$ cat config.mk
export PLATFORM = sky130hd
export DESIGN_NAME = vga_cmd_issuer
export DESIGN_NICKNAME = d
export VERILOG_FILES = /design/src/rtl/vga_cmd_pkg.sv /design/src/rtl/vga_cmd_fifo.sv /design/src/rtl/vga_cmd_issuer.sv
export SDC_FILE = /design/constraint.sdc
export NUM_CORES = 1
export LEC_CHECK = 0
export BUFFER_PORTS_ARGS = -buffer_cell sky130_fd_sc_hd__buf_2
export CORE_MARGIN = 4
export CORE_UTILIZATION = 35
export DETAILED_ROUTE_END_ITERATION = 6
export PLACE_DENSITY = 0.62
export RECOVER_POWER = 25
export SYNTH_ARGS = -nofsm -noshare
export SYNTH_HDL_FRONTEND = slang
export SYNTH_SLANG_ARGS = --single-unit
$ cat constraint.sdc
create_clock -name clk_100mhz_buf -period 19.68 [get_ports clk_100mhz_buf]
set_input_delay 3.936 -clock clk_100mhz_buf [delete_from_list [all_inputs] [get_ports clk_100mhz_buf]]
set_output_delay 3.936 -clock clk_100mhz_buf [all_outputs]
set_load 0.005 [all_outputs]
$ cat src/rtl/vga_cmd_pkg.sv
// Shared definitions for the VGA command issuer: opcodes, FSM encoding and the
// packed command layout that travels through the command FIFO.
package vga_cmd_pkg;

  localparam logic [2:0] OP_NOP    = 3'd0;
  localparam logic [2:0] OP_POS    = 3'd1;
  localparam logic [2:0] OP_ATT    = 3'd2;
  localparam logic [2:0] OP_BG     = 3'd3;
  localparam logic [2:0] OP_FSEL   = 3'd4;
  localparam logic [2:0] OP_FWRITE = 3'd5;

  localparam int CMD_W = 45;

  typedef enum logic [1:0] {
    ST_IDLE,
    ST_SETUP,
    ST_STROBE,
    ST_GAP
  } state_t;

  typedef struct packed {
    logic [2:0]  op;
    logic [4:0]  sprite;
    logic [9:0]  x;
    logic [8:0]  y;
    logic        vis;
    logic [1:0]  bg;
    logic [3:0]  fdata;
    logic [10:0] faddr;
  } cmd_t;

  // Change requests must be held for several cycles; every other op is a single-cycle strobe.
  function automatic logic is_long_op(input logic [2:0] op);
    return (op == OP_BG) || (op == OP_FSEL);
  endfunction

endpackage

$ cat src/rtl/vga_cmd_fifo.sv
// Synchronous first-word-fall-through FIFO: rdata always shows the oldest entry
// while empty is low. Push and pop in the same cycle are both honoured.
module vga_cmd_fifo #(
  parameter int DEPTH = 8,
  parameter int W     = 45
) (
  input  logic         clk_100mhz_buf,
  input  logic         rst,
  input  logic         push,
  input  logic         pop,
  input  logic [W-1:0] wdata,
  output logic [W-1:0] rdata,
  output logic         full,
  output logic         empty
);

  localparam int AW = $clog2(DEPTH);

  logic [W-1:0]  mem [DEPTH];
  logic [AW-1:0] wr_ptr;
  logic [AW-1:0] rd_ptr;
  logic [AW:0]   count;
  logic          push_ok;
  logic          pop_ok;

  assign full    = (count == (AW+1)'(DEPTH));
  assign empty   = (count == '0);
  assign push_ok = push && !full;
  assign pop_ok  = pop && !empty;
  assign rdata   = mem[rd_ptr];

  always_ff @(posedge clk_100mhz_buf) begin
    if (push_ok) mem[wr_ptr] <= wdata;
  end

  always_ff @(posedge clk_100mhz_buf) begin
    if (rst) begin
      wr_ptr <= '0;
      rd_ptr <= '0;
      count  <= '0;
    end else begin
      if (push_ok) wr_ptr <= wr_ptr + 1'b1;
      if (pop_ok)  rd_ptr <= rd_ptr + 1'b1;
      case ({push_ok, pop_ok})
        2'b10:   count <= count + 1'b1;
        2'b01:   count <= count - 1'b1;
        default: count <= count;
      endcase
    end
  end

endmodule

$ cat src/rtl/vga_cmd_issuer.sv
// Host-side initiator for the VGA sprite/background/font interface: queues commands
// and replays each as a SETUP / STROBE / GAP sequence, optionally only during vsync.
module vga_cmd_issuer
  import vga_cmd_pkg::*;
#(
  parameter int FIFO_DEPTH       = 8,
  parameter int CHG_HOLD         = 4,
  parameter int VSYNC_GATE       = 1,
  parameter int VSYNC_ACTIVE_LOW = 1
) (
  input  logic        clk_100mhz_buf,
  input  logic        rst,
  // Handshake: a command is accepted on any rising edge where cmd_valid && cmd_ready;
  // cmd_ready depends only on FIFO fullness, never on cmd_valid.
  input  logic        cmd_valid,
  output logic        cmd_ready,
  input  logic [2:0]  cmd_op,
  input  logic [4:0]  cmd_sprite,
  input  logic [9:0]  cmd_x,
  input  logic [8:0]  cmd_y,
  input  logic        cmd_vis,
  input  logic [1:0]  cmd_bg,
  input  logic [3:0]  cmd_fdata,
  input  logic [10:0] cmd_faddr,
  input  logic        vsync,
  output logic [9:0]  x,
  output logic [8:0]  y,
  output logic        visable,
  output logic [4:0]  sprite_sel,
  output logic [1:0]  background_sel,
  output logic [3:0]  fwdata,
  output logic [10:0] fwaddr,
  output logic        load_pos,
  output logic        load_att,
  output logic        bchange_active,
  output logic        fchange_active,
  output logic        fwenable,
  output logic        busy,
  output logic        err
);

  localparam int HW = $clog2(CHG_HOLD) + 1;
  localparam logic [HW-1:0] HOLD_LAST = HW'(CHG_HOLD - 1);

  state_t        state;
  logic [2:0]    cur_op;
  logic [HW-1:0] hold_cnt;
  logic          vs_s1, vs_s2, vs_act;
  logic          fifo_full, fifo_empty, pop;
  cmd_t          in_cmd, head;
  logic [CMD_W-1:0] head_bits;

  // vsync comes from the pixel-clock domain, so it is resynchronised before use.
  always_ff @(posedge clk_100mhz_buf) begin
    if (rst) begin
      vs_s1 <= 1'b0;
      vs_s2 <= 1'b0;
    end else begin
      vs_s1 <= vsync;
      vs_s2 <= vs_s1;
    end
  end

  assign vs_act    = (VSYNC_ACTIVE_LOW != 0) ? !vs_s2 : vs_s2;
  assign in_cmd    = {cmd_op, cmd_sprite, cmd_x, cmd_y, cmd_vis, cmd_bg, cmd_fdata, cmd_faddr};
  assign head      = cmd_t'(head_bits);
  assign cmd_ready = !fifo_full;
  assign pop       = (state == ST_IDLE) && !fifo_empty && ((VSYNC_GATE == 0) || vs_act);
  assign busy      = (state != ST_IDLE) || !fifo_empty;

  vga_cmd_fifo #(.DEPTH(FIFO_DEPTH), .W(CMD_W)) u_fifo (
    .clk_100mhz_buf (clk_100mhz_buf),
    .rst            (rst),
    .push           (cmd_valid && !fifo_full),
    .pop            (pop),
    .wdata          (in_cmd),
    .rdata          (head_bits),
    .full           (fifo_full),
    .empty          (fifo_empty)
  );

  always_ff @(posedge clk_100mhz_buf) begin
    if (rst) begin
      state          <= ST_IDLE;
      cur_op         <= OP_NOP;
      hold_cnt       <= '0;
      x              <= '0;
      y              <= '0;
      visable        <= 1'b0;
      sprite_sel     <= '0;
      background_sel <= '0;
      fwdata         <= '0;
      fwaddr         <= '0;
      load_pos       <= 1'b0;
      load_att       <= 1'b0;
      bchange_active <= 1'b0;
      fchange_active <= 1'b0;
      fwenable       <= 1'b0;
      err            <= 1'b0;
    end else begin
      err <= 1'b0;
      case (state)
        ST_IDLE: begin
          if (pop) begin
            // Only the fields an op uses are latched; the rest keep their last value.
            case (head.op)
              OP_POS: begin
                sprite_sel <= head.sprite;
                x          <= head.x;
                y          <= head.y;
              end
              OP_ATT: begin
                sprite_sel <= head.sprite;
                visable    <= head.vis;
              end
              OP_BG:     background_sel <= head.bg;
              OP_FWRITE: begin
                fwdata <= head.fdata;
                fwaddr <= head.faddr;
              end
              default: ;
            endcase
            cur_op <= head.op;
            if (head.op > OP_FWRITE) err <= 1'b1;
            else if (head.op != OP_NOP) state <= ST_SETUP;
          end
        end
        ST_SETUP: begin
          state    <= ST_STROBE;
          hold_cnt <= '0;
          case (cur_op)
            OP_POS:    load_pos       <= 1'b1;
            OP_ATT:    load_att       <= 1'b1;
            OP_BG:     bchange_active <= 1'b1;
            OP_FSEL:   fchange_active <= 1'b1;
            OP_FWRITE: fwenable       <= 1'b1;
            default: ;
          endcase
        end
        ST_STROBE: begin
          if (!is_long_op(cur_op) || (hold_cnt == HOLD_LAST)) begin
            load_pos       <= 1'b0;
            load_att       <= 1'b0;
            bchange_active <= 1'b0;
            fchange_active <= 1'b0;
            fwenable       <= 1'b0;
            state          <= ST_GAP;
          end else begin
            hold_cnt <= hold_cnt + 1'b1;
          end
        end
        ST_GAP:  state <= ST_IDLE;
        default: state <= ST_IDLE;
      endcase
    end
  end

endmodule

**Yosys cells after proc, flatten, opt, wreduce, memory -nomap -nowiden**

Memory sizes are Yosys's and may differ from the RTL's. A register that Yosys moved wholly into a read port is not among the register bits.
Index checks and enable logic that the tools add are counted.

- Add/sub/neg operators: 5
- Magnitude comparators: 1
- Equality and inequality tests: 26
- Multiplexer cells: 24
- Bitwise operators: 2
- Reduce and logical (&&, ||, !) cells: 33

Operators by type and width:

| cell | number |
|---|---|
| $reduce_and 3->1 | 10 |
| $eq 3x2->1 const B | 5 |
| $ne 2x2->1 const B | 6 |
| $pmux 1 s2 | 5 |
| $add 3x1->3 const B | 3 |
| $eq 3x3->1 const B | 3 |
| $mux 1 | 9 |
| $mux 3 | 3 |
| $mux 2 | 4 |
| $ne 2x1->1 const B | 4 |
| $pmux 2 s4 | 1 |
| $pmux 4 s2 | 1 |
| $eq 2x2->1 const B | 3 |
| $eq 3x1->1 const B | 2 |
| $pmux 3 s2 | 1 |
| $reduce_bool 2->1 | 3 |
| $logic_and 1x1->1 | 5 |
| $add 4x1->4 const B | 1 |
| $eq 2x1->1 const B | 2 |
| $eq 4x4->1 const B | 1 |
| $logic_not 1->1 | 4 |
| $logic_not 4->1 | 1 |
| $reduce_and 2->1 | 2 |
| $reduce_and 4->1 | 1 |
| other kinds (8) | 11 |

- Register bits after elaboration: 68
- Bits in writable memories: 360
- Bits of input ports: 49
- Output and inout port bits: 50
- Word-level logic and storage cells: 113
- Memories kept: 1

Memories:

| name | depth | width | read ports | clocked after Yosys merged registers in | write ports | RTL line | source |
|---|---|---|---|---|---|---|---|
| u_fifo.mem | 8 | 45 | 1 | 1 | 1 | vga_cmd_fifo.sv:19 | `logic [W-1:0] mem [DEPTH];` |

**Longest topological paths before layout**

Gate-level depths: netlist (run 1).

- Depth after elaboration: 7
- Depth in mapped cells: 13
- Mapped depth without buffers: 11

**By module**

From an unflattened synthesis (run 1), not the netlist that was laid out.

- Cell total of the unflattened synthesis: 854
- Area, all modules: 16802.4 um^2

By module, submodules not included:

| module | instances | cells an instance | area each (um^2) | sequential area each (um^2) |
|---|---|---|---|---|
| vga_cmd_fifo | 1 | 594 | 14376.3 | 11070.6 |
| vga_cmd_issuer | 1 | 260 | 2426.1 | 1161.1 |

**Worst setup path after synthesis (run 1)**

No wires, ideal clock.

- Path kind: input to register
- From: input cmd_valid
- To: memory u_fifo.mem[0][0] (enable)
- Library setup time: 559 ps
- Arrival time: 8397 ps
- Required time: 19121 ps
- Setup slack: 10724 ps
- Cell stages on the path: 2
- Path buffers: 0
- Path through: nand2_1 nor4_1

- Longest elaborated chain between the ends: 4

RTL lines:

| element | RTL line | source |
|---|---|---|
| start: declaration | vga_cmd_issuer.sv:15 | `input logic cmd_valid,` |
| $logic_and 1x1->1 | vga_cmd_issuer.sv:74 | `.push (cmd_valid && !fifo_full),` |
| $logic_and 1x1->1 | vga_cmd_fifo.sv:28 | `assign push_ok = push && !full;` |
| $mux 1 | vga_cmd_fifo.sv:33 | `if (push_ok) mem[wr_ptr] <= wdata;` |
| $mux 1 (not written as such) | vga_cmd_fifo.sv:33 |  |
| end: declaration | vga_cmd_fifo.sv:19 |  |

Every way passes these cells.

**Worst setup path in the final report (run 1)**

- From: register u_fifo.count[0]
- To: output busy

- Longest elaborated chain between the ends: 3

RTL lines:

| element | RTL line | source |
|---|---|---|
| start: declaration | vga_cmd_fifo.sv:22 | `logic [AW:0] count;` |
| start signal: assignment | vga_cmd_fifo.sv:45 | `2'b10: count <= count + 1'b1;` |
| start signal: assignment | vga_cmd_fifo.sv:46 | `2'b01: count <= count - 1'b1;` |
| start signal: assignment | vga_cmd_fifo.sv:47 | `default: count <= count;` |
| $logic_not 4->1 | vga_cmd_fifo.sv:27 | `assign empty = (count == '0);` |
| $logic_not 1->1 | vga_cmd_issuer.sv:69 | `assign busy = (state != ST_IDLE) \|\| !fifo_empty;` |
| $logic_or 1x1->1 | vga_cmd_issuer.sv:69 |  |
| end: declaration | vga_cmd_issuer.sv:38 | `output logic busy,` |

Every way passes these cells.

==> results.toml, run 1 <==
[grt]
global_route.overflow_total = 0
first_global_vias = 8370
grt_first_pass_wirelength_um = 50500
largest_net_degree_at_the_start_of_global_routing = 72
grt_antenna_before_repair = 4
total_routing_usage_gr = 0.130

[placement]
placement.cell_area_um2 = 17600
port_buffers = 98
detail_placement_hpwl_um = 19200
gp_congestion = 0.715
dpl.cell_count = 1513

[timing]
period_needed_ns = 5.50
hold_ws_ns = 0.465
timing.setup.tns_ns = 0
report.final.slew_viol_count = 0
tightest_slew_ns = 0.971
largest_clock_skew_in_the_final_design_ns = 0.0135
maxSlewHeadroom = 0.352
finalHoldViolCount = 0
setup_viol_count_final = 0
layout_worst_path_cycle_share = 0.279
rsz0062_at_grt = "no"
fmax_mhz = 182

[final_layout]
final-instance-count-excl-fill = 1592
post-route-cell-area_um2 = 18900
multiInputGateArea_um2 = 3970
layout.nets = 1017
seq_area_um2 = 12200
area.growth.synth_to_final_pct = 15.7
mostFrequentLayoutCell = "edfxtp_1"
layout.cells.most_common_list = "edfxtp_1 (360), mux4_2 (90), dfxtp_1 (68)"
final.fill_count = 3981
drive_above_1_share = 0.264

[cts]
cts_hold_repair.buffers = 0
htree_num_levels = 2
cts_repair_resize_count = 0
post_cts_setup_repair_buffer_count = 0
clkLatencyLatePin_ns = 0.54
max-clock-path-buffers = 3
clock_transition_at_the_registers_of_the_reported_paths_ns = 0.06
cts_tree = "yes"
clock_sinks = 431
cts_made_buffers = 42
ctsRootBufferMaster = "clkbuf_16"

[power]
power_leakage_nw = 5.96
sw_pwr_w = 0.000620
combinationalPowerShare = 0.190
swShare = 0.264
p_int_w = 0.00173
total_power_consumption_w = 0.00235
share_clk_of_total_power = 0.332
part_of_the_power_in_registers = 0.477
power_per_cell_area_nw_per_um2 = 124
irDropWorstVdd_v = 0.0000570

[run]
drv.max_cap_violation_count = 0

[synth]
synth.lib_cells_used.distinct = 42
synth_nets = 901
syn_inst = 841
synth-async-reset-ratio = 0
yosys_warnings = 0
synth_flop_cell = "edfxtp_1"
synth_area_per_cell_um2 = 19.4
seq_area_frac_synth = 0.748
syn-cell-area_um2 = 16400
synth-edff-count = 360
ys_seq_elements = 431

[setup_path]
start_kind = "flip-flop"
rr_endpoint = "fwaddr[10]$_SDFFE_PP0P_"
critPathKind = "flip-flop to output pin"
critPathLaunch = "u_fifo.count[0]$_SDFFE_PP0P_"
crit_path_end = "busy"
end_kind = "output pin"
worst_ep_required_time_ns = 15.74
crit_path_max_fanout = 7
ff2ff_path_depth = 5
cp_data_arrival_time_ns = 1.56
rrSetupSlack_ns = 16.50

[routing]
route.vias.total = 7900
drt_first_iter_violations = 515
dr.pass1.iters = 4
post_drt_via_cell_ratio = 4.96
wirelength_um = 32700
route.antenna.remaining_nets = 0
wl_per_cell_um = 20.5
drt_drc_violations_left = 0

[floorplanning]
floorplan.initialDensity = 0.357
design.portCount = 99
die-height_um = 224
die_width_um = 224
placeable_area_um2 = 45800
floorplan_die_area_um2 = 50200
rows = 78

[run_status]
status = "finished, final reports clean"

[hold_path]
worst_hold_path_type = "flip-flop to flip-flop"
## power groups by stage
| stage | Sequential (W) | Clock [W] | Combinational, W |
|---|---|---|---|
| floorplan | 0.00112 | 0 | 0.000341 |
| global placement | 0.00114 | 0 | 0.000453 |
| detailed placement | 0.00114 | 0 | 0.000459 |
| CTS | 0.00112 | 0.000805 | 0.000460 |
| global route | 0.00113 | 0.000840 | 0.000497 |
| finish | 0.00112 | 0.000781 | 0.000447 |
## area by class of cell
| class | instances | area share |
|---|---|---|
| multi-input cells | 359 | 0.210 |
| flip-flops and latches | 431 | 0.647 |
| well taps | 600 | 0.0397 |
| inverters | 6 | 0.00119 |
| clock buffers | 63 | 0.0618 |
| diodes | 1 | 0.000132 |
| repair buffers | 117 | 0.0315 |
| clock inverters | 15 | 0.00893 |
## routing by layer
metal / share of wire / vias to the layer above / GRT usage
li1: - / 3634 / -
met1: 0.45 / 4057 / 0.178
met2: 0.47 / 145 / 0.207
met3: 0.051 / 58 / 0.0312
met4: 0.025 / 6 / 0.0396
met5: 0.00095 / - / 0
## sequential cells by signal, indices dropped and copies added, names as in the netlist, 3 cells and up, named ones only
signal	flops
u_fifo.wr_ptr	3
y	9
sprite_sel	5
cur_op	3
u_fifo.rd_ptr	3
x	10
hold_cnt	3
u_fifo.mem	360
fwdata	4
fwaddr	11
u_fifo.count	4
## Yosys cell counts, drive strengths merged (3+ instances only)
master / n / area share
nor4: 5 / 0.0027
a311oi: 5 / 0.0027
a211oi: 41 / 0.022
nor2: 59 / 0.014
buf: 20 / 0.0066
clkbuf: 25 / 0.0057
nor3: 7 / 0.0021
ha: 11 / 0.0084
nor2b: 8 / 0.0031
mux2i: 47 / 0.029
a31oi: 3 / 0.0011
nand3: 5 / 0.0015
dfxtp: 71 / 0.087
nand2: 20 / 0.0046
edfxtp: 360 / 0.66
a21oi: 20 / 0.0061
xor2: 6 / 0.0032
inv: 6 / 0.0014
o21ai: 8 / 0.0024
mux4: 90 / 0.12
nand2b: 6 / 0.0023
## worst min path at each step
stage,startpoint,endpoint,depth (start not counted)
finish,vs_s1$_SDFF_PP0_,vs_s2$_SDFF_PP0_,1
global route,vs_s1$_SDFF_PP0_,vs_s2$_SDFF_PP0_,1
CTS,vs_s1$_SDFF_PP0_,vs_s2$_SDFF_PP0_,1
detailed placement,vs_s1$_SDFF_PP0_,vs_s2$_SDFF_PP0_,1
global placement,visable$_SDFFE_PP0P_,visable$_SDFFE_PP0P_,2
floorplan,vs_s1$_SDFF_PP0_,vs_s2$_SDFF_PP0_,1
## stage by stage
stage	setup WS, ns	util
2_1_floorplan	10.72	-
3_5_place_dp	13.90	0.385
6_report	14.18	0.413
3_3_place_gp	13.96	0.385
5_1_grt	14.03	0.413
4_1_cts	14.13	0.414
## cell families (layout without fill, tap and decap cells)
kind of cell | Yosys count | count (layout) | share of synthesized area
simple gates | 118 | 118 | 0.0337
compound gates | 83 | 83 | 0.0372
fa+ha+maj | 11 | 11 | 0.00842
mux | 139 | 139 | 0.154
other cells | 0 | 1 | 0
flops | 431 | 431 | 0.748
buf+inv | 51 | 201 | 0.0137
xor+xnor | 8 | 8 | 0.00474
## critical path: stages, from the launching register on
cell	delay, ns
dfxtp_1	0.37
nor4_1	0.40
nand2_1	0.10
buf_2	0.14
Note: power is estimated with default switching activity, not from simulation.
==> run 2, diff against run 1 <==
Settings changed: ABC_AREA set to 1, PLACE_DENSITY 0.62 to 0.64.
Clock period 19.68 ns to 5 ns, I/O delays scaled along.
==> run 2 against run 1 <==
Against the previous run:
- combinational power rose to 4.3 times the previous value
- setup slack worse by 12 ns
- global-route usage grew 2.4 points
- clock power increased to 4.2 times the previous value
- critical path depth is 7 higher
- die area is 2.6% higher
- area after synthesis rose by 2.7%
- clock skew rose by 0.0067 ns
- via count grew 36%
- critical path type is now flip-flop to flip-flop
- largest cell class unchanged
==> results.toml, run 2 <==
[final_layout]
final-instance-count-excl-fill = 2060
layout.nets = 1469
drive_above_1_share = 0.130
seq_area_um2 = 12200
multiInputGateArea_um2 = 4000
registers.top_by_ff_count = "u_fifo.mem"
area.growth.synth_to_final_pct = 14.6
layout.cells.most_common_list = "edfxtp_1 (360), nor2_1 (214), o21ai_0 (199)"
final.fill_count = 4408
mostFrequentLayoutCell = "edfxtp_1"
top_regs = "u_fifo.mem (360), fwaddr (11), x (10)"
flip_flop_count_of_the_largest_register_all_copies_and_words_added = 360
num_antenna_cells = 0

[grt]
first_global_vias = 10670
grt_first_pass_wirelength_um = 62400
global_route.overflow_total = 0
total_routing_usage_gr = 0.154
largest_net_degree_at_the_start_of_global_routing = 181
grt_antenna_before_repair = 0

[setup_path]
crit_path_max_fanout = 50
ff2ff_path_depth = 10
cp_data_arrival_time_ns = 3.56
start_kind = "flip-flop"
rr_endpoint = "sprite_sel[3]$_SDFFE_PP0P_"
rrSetupSlack_ns = 1.89
worst_ep_required_time_ns = 5.45
critPathKind = "flip-flop to flip-flop"
end_kind = "flip-flop"

[synth]
syn-cell-area_um2 = 16800
seq_area_frac_synth = 0.728
synth_flop_cell = "edfxtp_1"
synthDominantAreaCellType = "edfxtp_1"
syn_inst = 1331
ys_seq_elements = 431
post_synth_most_frequent_cells = "edfxtp_1 (360), nor2_1 (222), o21ai_0 (199)"
synth-async-reset-ratio = 0
synth-edff-count = 360
leading_cell_types_by_total_area_after_synthesis = "edfxtp_1 (64%), dfxtp_1 (8.5%), o21ai_0 (5.9%)"
synth_area_per_cell_um2 = 12.6
synth_top_area_frac = 0.643
yosys_warnings = 0
yosysMostFrequentCell = "edfxtp_1"
synth_nets = 1391
synth.lib_cells_used.distinct = 37

[power]
power_leakage_nw = 6.75
irDropWorstVdd_v = 0.000248
power_per_cell_area_nw_per_um2 = 497

[timing]
report.final.slew_viol_count = 0
period_needed_ns = 3.11
finalHoldViolCount = 0
largest_clock_skew_in_the_final_design_ns = 0.0203
fmax_mhz = 322
hold_ws_ns = 0.397
rsz0062_at_grt = "no"
timing.setup.tns_ns = 0
setup_viol_count_final = 0
maxSlewHeadroom = 0.129
tightest_slew_ns = 1.30
layout_worst_path_cycle_share = 0.621
timing.final.ws_setup_ns = 1.89

[hold_path]
worst_hold_path_type = "flip-flop to flip-flop"
hold_end = "vs_s2$_SDFF_PP0_"
worstHoldStart = "vs_s1$_SDFF_PP0_"
worstHoldPathCells = 2

[cts]
clkLatencyLatePin_ns = 0.57
clock_transition_at_the_registers_of_the_reported_paths_ns = 0.06
htree_num_levels = 2
ctsRootBufferMaster = "clkbuf_16"
post_cts_setup_repair_buffer_count = 0
cts_made_buffers = 44
max-clock-path-buffers = 3
clock_sinks = 431
cts_repair_resize_count = 0
cts_tree = "yes"
cts_hold_repair.buffers = 0

[routing]
drt_first_iter_violations = 897
route.antenna.remaining_nets = 0
dr.pass1.iters = 5
drt_drc_violations_left = 0
route.vias.total = 10749
wl_per_cell_um = 19.6
post_drt_via_cell_ratio = 5.22
wirelength_um = 40400

[placement]
port_buffers = 98
detail_placement_hpwl_um = 22600
gp_congestion = 0.818
post-place-ws_ns = 1.58
dpl.cell_count = 1978

[floorplanning]
rows = 80
die_width_um = 227
floorplan_die_area_um2 = 51600
die-height_um = 227
design.portCount = 99
floorplan.initialDensity = 0.353
placeable_area_um2 = 47600

[run_status]
status = "finished, final reports clean"

[run]
drv.max_cap_violation_count = 0
==> run 2: cell types whose count changed in the layout (fill, tap and decap cells not counted), moves of 51 or more <==
cell / previous run / this run
o221ai_1: 0 / 74
nand2_1: 20 / 106
o21ai_0: 8 / 199
inv_1: 6 / 57
nor2_1: 56 / 214
mux4_2: 90 / 0
==> run 2: final cells by class <==
class                           instances  area share
Tap cell                              615      0.0400
Timing Repair Buffer                  111      0.0286
Clock inverter                         23      0.0130
Inverter                               63      0.0127
Sequential cell                       431       0.636
Multi-Input combinational cell        758       0.208
Clock buffer                           59      0.0623
==> run 2: stage by stage <==
stage          utilization  instance area, um2  total power, W
2_1_floorplan            -               16800         0.00575
3_3_place_gp         0.374               17800         0.00633
3_5_place_dp         0.374               17800         0.00637
4_1_cts              0.405               19300         0.00966
5_1_grt              0.404               19300          0.0101
6_report             0.404               19300         0.00958
==> run 2: per-layer routing <==
layer	vias to the layer above	wire length, um	track usage
li1	5026	-	-
met1	5272	18400	0.221
met2	383	18400	0.243
met3	68	2670	0.0285
met4	0	998	0.0427
met5	-	0	0
==> run 2: critical path, stage by stage (launching register included) <==
cell     delay (ns)
dfxtp_2        0.31
buf_4          0.56
inv_2          0.63
nand2_2        0.26
nand2_4        0.10
nor2_2         0.13
nand2_2        0.40
nand2_2        0.33
inv_2          0.08
nor2_1         0.11
nor2_1         0.05
==> run 2: cell families after synthesis <==
logic type	Yosys count	synth area share
flops	431	0.728
simple gates	376	0.0923
compound gates	368	0.132
buf+inv	142	0.0375
fa+ha+maj	11	0.00819
xor+xnor	3	0.00156
==> run 2: how the worst max path moves through the flow <==
| stage | to | slack [ns] | cells past startpoint |
|---|---|---|---|
| after floorplan | u_fifo.mem[0][0]$_DFFE_PP_ | 1.32 | 4 |
| after global placement | u_fifo.mem[2][8]$_DFFE_PP_ | 1.62 | 6 |
| after detailed placement | u_fifo.mem[2][6]$_DFFE_PP_ | 1.58 | 6 |
| after CTS | sprite_sel[3]$_SDFFE_PP0P_ | 1.86 | 10 |
| after global routing | sprite_sel[3]$_SDFFE_PP0P_ | 1.64 | 10 |
| final | sprite_sel[3]$_SDFFE_PP0P_ | 1.89 | 10 |
==> run 2: power by group <==
group | leakage (nW) | total (W) | switching (W) | internal [W]
combinational | 2.19 | 0.00191 | 0.00133 | 0.000585
clock | 0.710 | 0.00328 | 0.00137 | 0.00191
sequential | 3.85 | 0.00438 | 0.000200 | 0.00418
